<file path="config.mk">
export PLATFORM = sky130hd
export DESIGN_NAME = shift_left_sequencer
export DESIGN_NICKNAME = d
export VERILOG_FILES = /design/src/rtl/shift_left_sequencer_pkg.sv /design/src/rtl/shift_left_sequencer_unit.sv /design/src/rtl/shift_left_sequencer.sv
export SDC_FILE = /design/constraint.sdc
export NUM_CORES = 1
export LEC_CHECK = 0
export BUFFER_PORTS_ARGS = -buffer_cell sky130_fd_sc_hd__buf_2
export CORE_MARGIN = 5
export CORE_UTILIZATION = 46
export DETAILED_ROUTE_END_ITERATION = 8
export PLACE_DENSITY = 0.81
export SKIP_CTS_REPAIR_TIMING = 1
export SYNTH_ARGS = -nofsm -noshare
export SYNTH_HDL_FRONTEND = slang
export SYNTH_SLANG_ARGS = --single-unit
</file>
<file path="constraint.sdc">
create_clock -name i_clk -period 3 [get_ports i_clk]
set_clock_uncertainty 0.05 [all_clocks]
set_input_delay 0 -clock i_clk [delete_from_list [all_inputs] [get_ports i_clk]]
set_output_delay 0 -clock i_clk [all_outputs]
set_load 0.02 [all_outputs]
</file>
<file path="src/rtl/shift_left_sequencer_pkg.sv">
// Shared definitions for the shift-left sequencer and its datapath.
//   WIDTH / AMT_W : operand and shift-amount widths (fixed by the datapath)
//   mode_e        : {sel1,sel0} shift mode encodings
//   state_e       : sequencer FSM states
package shift_left_sequencer_pkg;

    localparam int WIDTH = 8;
    localparam int AMT_W = 3;

    typedef enum logic [1:0] {
        MODE_LSL = 2'b00,
        MODE_ROL = 2'b01,
        MODE_RCL = 2'b10,
        MODE_ASL = 2'b11
    } mode_e;

    typedef enum logic [1:0] {
        IDLE  = 2'b00,
        SHIFT = 2'b01,
        DONE  = 2'b10
    } state_e;

endpackage

</file>
<file path="src/rtl/shift_left_sequencer_unit.sv">
// shift_left_unit: combinational 1-bit shift-left step.
//   i_x        operand
//   i_sel      {sel1,sel0} mode (LSL / ROL / RCL / ASL)
//   i_cin      carry entering bit 0 in RCL mode
//   o_f        shifted operand
//   o_cout     bit shifted out of the MSB
//   o_overflow sign change on this step (MSB ^ MSB-1), meaningful for ASL
module shift_left_unit
    import shift_left_sequencer_pkg::*;
(
    input  logic [WIDTH-1:0] i_x,
    input  logic [1:0]       i_sel,
    input  logic             i_cin,
    output logic [WIDTH-1:0] o_f,
    output logic             o_cout,
    output logic             o_overflow
);

    logic w_fill;

    // Bit entering at position 0: MSB for rotate, carry for rotate-through-carry.
    always_comb begin
        w_fill = 1'b0;
        case (i_sel)
            MODE_ROL: w_fill = i_x[WIDTH-1];
            MODE_RCL: w_fill = i_cin;
            default:  w_fill = 1'b0;
        endcase
    end

    assign o_f        = {i_x[WIDTH-2:0], w_fill};
    assign o_cout     = i_x[WIDTH-1];
    assign o_overflow = i_x[WIDTH-1] ^ i_x[WIDTH-2];

endmodule

</file>
<file path="src/rtl/shift_left_sequencer.sv">
// shift_left_sequencer: runs the 1-bit shift_left_unit for AMOUNT cycles.
//   i_clk, i_rst      clock, synchronous active-high reset
//   i_start           request, sampled only in IDLE
//   i_mode            00 LSL, 01 ROL, 10 RCL, 11 ASL
//   i_amount          number of 1-bit steps
//   i_x_in, i_cin     operand and initial carry (carry used by RCL only)
//   o_busy            high in SHIFT and DONE
//   o_done            one-cycle pulse, result valid
//   o_result, o_cout  shifted value and last bit out of the MSB
//   o_overflow        sticky ASL overflow, 0 in other modes
module shift_left_sequencer
    import shift_left_sequencer_pkg::*;
(
    input  logic             i_clk,
    input  logic             i_rst,
    input  logic             i_start,
    input  logic [1:0]       i_mode,
    input  logic [AMT_W-1:0] i_amount,
    input  logic [WIDTH-1:0] i_x_in,
    input  logic             i_cin,
    output logic             o_busy,
    output logic             o_done,
    output logic [WIDTH-1:0] o_result,
    output logic             o_cout,
    output logic             o_overflow
);

    state_e           r_state, w_next;
    logic [1:0]       r_mode;
    logic [AMT_W-1:0] r_cnt;
    logic [WIDTH-1:0] r_operand;
    logic             r_carry;
    logic             r_cout;
    logic             r_ovf;

    logic [WIDTH-1:0] w_f;
    logic             w_dp_cout;
    logic             w_dp_ovf;

    shift_left_unit u_unit (
        .i_x        (r_operand),
        .i_sel      (r_mode),
        .i_cin      (r_carry),
        .o_f        (w_f),
        .o_cout     (w_dp_cout),
        .o_overflow (w_dp_ovf)
    );

    always_comb begin
        w_next = r_state;
        case (r_state)
            IDLE:    if (i_start) w_next = (i_amount != '0) ? SHIFT : DONE;
            SHIFT:   if (r_cnt == AMT_W'(1)) w_next = DONE;
            DONE:    w_next = IDLE;
            default: w_next = IDLE;
        endcase
    end

    always_ff @(posedge i_clk) begin
        if (i_rst) begin
            r_state   <= IDLE;
            r_mode    <= '0;
            r_cnt     <= '0;
            r_operand <= '0;
            r_carry   <= 1'b0;
            r_cout    <= 1'b0;
            r_ovf     <= 1'b0;
        end else begin
            r_state <= w_next;
            case (r_state)
                IDLE: begin
                    if (i_start) begin
                        r_mode    <= i_mode;
                        r_cnt     <= i_amount;
                        r_operand <= i_x_in;
                        r_carry   <= i_cin;
                        r_cout    <= 1'b0;
                        r_ovf     <= 1'b0;
                    end
                end
                SHIFT: begin
                    r_operand <= w_f;
                    r_cout    <= w_dp_cout;
                    // Carry only participates in the 9-bit rotate.
                    if (r_mode == MODE_RCL) r_carry <= w_dp_cout;
                    if (r_mode == MODE_ASL) r_ovf   <= r_ovf | w_dp_ovf;
                    r_cnt <= r_cnt - AMT_W'(1);
                end
                default: ;
            endcase
        end
    end

    // The operand register only moves on an accepted start or a shift step,
    // so it already holds the result stable from DONE until the next start.
    assign o_busy     = (r_state != IDLE);
    assign o_done     = (r_state == DONE);
    assign o_result   = r_operand;
    assign o_cout     = r_cout;
    assign o_overflow = r_ovf;

endmodule

</file>
# Word-level counts from Yosys, hierarchy flattened
# Index checks and enable logic that the tools add are counted.
# totals
ff_bits,18
inputBits,17
word_cells,45
# op_classes
n_addsub,1
eq_ne,10
n_mux,16
bitwise_logic,2
reduce_logical,9
# ops
op,count
8-bit case mux with 2 select lines,1
8-bit two-way mux,1
2-bit != test (second input constant),4
1-bit case mux with 2 select lines,4
2-bit == test (second input constant),3
2-bit two-way mux,3
3-bit case mux with 2 select lines,1
2-bit AND reduction,3
3-bit AND reduction,2
2-bit by 1-bit == test with 1-bit output (second input constant),2
1-bit two-way mux,4
2-bit case mux with 2 select lines,1
2-bit nonzero test,2
3-bit by 1-bit == test with 1-bit output (second input constant),1
3-bit two-way mux,1
3-bit nonzero test,1
3-bit by 1-bit subtractor with 3-bit output (second input constant),1
2-bit logical NOT,1
1-bit bitwise OR,1
1-bit XOR,1

# Depth between registers and ports, before layout
# logic_depth
word_depth,4
ltp_mapped,6
ltp_nobuf,5

# Modules after synthesis
# A second synthesis with hierarchy kept.
# hier_totals
hier_cells,121
area_unflattened_um2,1086.0
# modules_own_cells
module,n_inst,cells_per_inst,area_per_inst_um2,seq_area_each_um2
shift_left_sequencer,1,105,965.9,360.3
shift_left_unit,1,16,120.1,0.0

# Worst setup path before layout
# Ideal clock, no wire load.
# synth_path
kind,flip-flop to flip-flop
start,reg r_mode[0]
end,reg r_operand[0] (netlist: o_result[0])
setup_ns,0.091
arrival_ns,1.237
t_required_ns,2.859
path_slack_ns,1.622
stages_incl_launch_ff,5
path_buffers,0
period_less_slack_ns,1.378
cell_sequence,dfxtp_1 > inv_1 > ha_1 > or3_1 > a311oi_1
# synth_between
elab_chain_cells,3
word_cells_on_any_way,4
# synth_rtl
item,line_no,text
start: declaration,shift_left_sequencer.sv:29,logic [1:0] r_mode;
start signal: assignment,shift_left_sequencer.sv:73,r_mode <= i_mode;
2-bit == test / 2-bit by 1-bit == test with 1-bit output (equally long branches),shift_left_sequencer_unit.sv:24,case (i_sel)
1-bit case mux with 2 select lines *,shift_left_sequencer_unit.sv:24,
8-bit case mux with 2 select lines *,shift_left_sequencer.sv:70,case (r_state)
end signal: assignment,shift_left_sequencer.sv:75,r_operand <= i_x_in;
end signal: assignment,shift_left_sequencer.sv:82,r_operand <= w_f;
end: declaration,shift_left_sequencer.sv:31,logic [WIDTH-1:0] r_operand;
# Mark *: on every way between the ends. The rest lies on a longest branch, timed or not.
# A chain may end at the register's enable or synchronous reset.

# Worst setup path in the final report
# layout_path
start,reg r_state[0]
end,reg r_operand[5] (netlist: o_result[5])
# layout_between
elab_chain_cells,3
word_cells_on_any_way,6
# layout_rtl
item,line_no,text
start: declaration,shift_left_sequencer.sv:28,"state_e r_state, w_next;"
start signal: assignment,shift_left_sequencer.sv:69,r_state <= w_next;
2-bit by 1-bit == test with 1-bit output / 2-bit logical NOT (equally long branches),shift_left_sequencer.sv:70,
2-bit nonzero test (no source line) / 2-bit != test (equally long branches),n/a,
2-bit AND reduction (no source line),n/a,
# Parallel ways exist; a longest one is shown, timed or not.

==> results.toml <==
[sta]
worst_pin_slew_ps = 780
fin_crit_sh_pct = 59.4
max_freq_mhz = 561
setup_violations = 0
slew_viol_final = 0
hold_ws_ps = -13.2
final_hold_viol_count = 1
finalSetupTns_ps = 0
slew_headroom_pct = 47.9
period_needed_ps = 1780
setup_slack_ps = 1220
rsz0062_at_grt = "no"

[global_routing]
grt_usage_pct = 14.1
antenna_found_initial = 0
grt_pass1_vias = 675
overflow = 0
grt_pass1_wl_um = 3020
grt_max_degree = 20

[setup_path]
worstSetupPathType = "reg2reg"
crit_path_max_fanout = 11
path_buf_inv = 0
r2r_start = "r_state[0]"
startpoint_type = "flip-flop"
cpPeakStageDelay_ps = 690
arrival_ps = 1950
r2r_end = "o_result[5]"
critPathTopFamily = "simple AND/OR/NAND/NOR gates"
cpMaxStageDelayCell = "nor2b_1"
endpoint_kind = "flip-flop"
crit_chain = "nor2b_1 > nand2_1 > a311oi_1"
required_ps = 3160
rr_worst_depth = 3
r2r_setup_slack_ps = 1220

[cells_and_area]
num_antenna_cells = 0
fillers = 185
area_growth_pct = 30.5
multi_input_area_um2 = 493
design_area_mm2 = 0.00120
layout-drive-gt1-share_pct = 23.4
final-seq-area_um2 = 360
finish.net_count = 168

[hold_path]
hold_class = "in2reg"
min_to = "r_state[1]"
hp-start = "i_start"
min_path_cells = 3

[pwr]
p_per_area_mw_per_mm2 = 492
static-leakage-power_nw = 0.530
ir_worst_vdd_uv = 451

[placed_design]
post_dp_cell_area_mm2 = 0.00104
gp_congestion = 0.809
io_buffers = 28
pre_cts_slack_ps = 1280
dpl.hpwl_um = 1450

[cts]
clk_pin_slew_ps = 110
clock_path_buffers = 2
clkSinkCount = 18
clock_latency_ps = 290
cts-root-buf = "clkbuf_4"
cts_buffers = 3
cts_tree = "yes"
htreeDepth = 1

[synthesis]
synth_xor_area_share_pct = 0.954
synth_compound_area_share_pct = 19.2
syn_area_um2 = 918
synth_mux_area_share_pct = 0
ys_types = 31
yosysSeqAreaShare_pct = 39.2
ys_top_cells_by_count = "nand2_1, dfxtp_1, nor2_1"
synth.most_common_cell = "nand2_1"
synth-simple-area-share_pct = 26.7
synth_top_family_by_area = "simple AND/OR/NAND/NOR gates"
synth_area_leaders = "dfxtp_1, nand2_1, a311oi_1"
synthArstFlopShare_pct = 0
syn_inst = 110
synth_edf_count = 0
yosys.area.top_type = "dfxtp_1"
synth_nets = 132
syn_avg_cell_area_um2 = 8.35
synth_fa_ha_area_share_pct = 6.81
synthFlopType = "dfxtp_1"
yosysWarningCount = 0
ys_seq_elements = 18
synth_top_area_share_pct = 39.2

[detailed_routing]
finalWirelength_um = 2160
dr.pass1.iters = 4
vias = 884
ant_nets = 0
drt_iter0_drc = 14
drc = 0
drt-wirelength-per-cell_um = 12.5
via_per_inst = 5.14

[die]
fp.dieH_um = 54.7
fp.coreArea_mm2 = 0.00194
num_rows = 16
ios = 29
die_area_mm2 = 0.00299
start_util_pct = 47.3
die_x_um = 54.7

[status]
violations = "hold timing"
status = "finished with violations"

[flow_run]
max_cap_violations = 0
==> routing by layer <==
layer / global-route usage (%) / wire [µm] / vias up / share of wire [%]
met3: 5.72 / 100 / 2 / 4.6
met5: 0 / 0 / - / 0
met4: 2.49 / 11 / 0 / 0.51
met2: 23.0 / 1060 / 18 / 49
met1: 17.5 / 982 / 408 / 46
li1: - / - / 456 / -
==> power by group <==
| group | internal, W | switching (W) | total [W] |
|---|---|---|---|
| combinational | 0.0000664 | 0.0000851 | 0.000151 |
| sequential | 0.000263 | 0.0000232 | 0.000286 |
| clock | 0.0000740 | 0.0000786 | 0.000153 |
| total | 0.000403 | 0.000187 | 0.000590 |
==> metrics by stage <==
step / utilization [%] / instances / hold WS, ps / power, W
final: 61.7 / 172 / -13.2 / 0.000590
after global routing: 61.7 / 172 / 6.23 / 0.000623
after CTS: 55.5 / 160 / -123 / 0.000580
after detailed placement: 53.7 / 156 / 200 / 0.000431
after global placement: 53.7 / 156 / 196 / 0.000426
after floorplan: - / 110 / 86.0 / 0.000394
==> area by class of cell <==
cell class / instances / share of cell area (%)
repair buffers: 40 / 21.7
well taps: 27 / 2.82
multi-input cells: 79 / 41.1
clock buffers: 4 / 3.03
flip-flops and latches: 18 / 30.1
inverters: 4 / 1.25
==> how the worst max path moves through the flow <==
stage	cells after the start	to	from
CTS	3	r_carry	r_state[0]
floorplan	4	o_result[0]	r_mode[0]
global route	3	o_result[5]	r_state[0]
finish	3	o_result[5]	r_state[0]
detailed placement	3	r_carry	r_state[0]
global placement	3	o_result[0]	r_state[0]
==> placed cells by master, fill, tap and decap left out, drive strengths merged, types with 2 or more instances in the layout <==
cell         count
dlygate4sd3     12
a211oi           4
clkbuf           4
nand2           20
nand2b           2
ha               5
inv              4
nor2b            3
nor3             2
nor2             9
a21oi            5
a311oi           8
dfxtp           18
buf             28
nor3b            2
nand3b           4
nand3            2
==> cell families after synthesis <==
kind of cell | Yosys count
AO/OA/AOI/OAI | 24
AND/OR/NAND/NOR | 49
flip-flops | 18
XOR/XNOR | 1
buffers and inverters | 13
adder cells (fa/ha/maj) | 5
==> worst min-delay path, cell delays in order <==
cell and delay (ps):
buf_2 120, nand3b_1 100, a211oi_1 70
==> flip-flops by register name, indices dropped and copies added (netlist names) <==
name and flops:
r_cnt 3, r_mode 2, o_cout 1, r_carry 1, r_state 2, o_overflow 1, o_result 8
(Power assumes the default switching activity.)
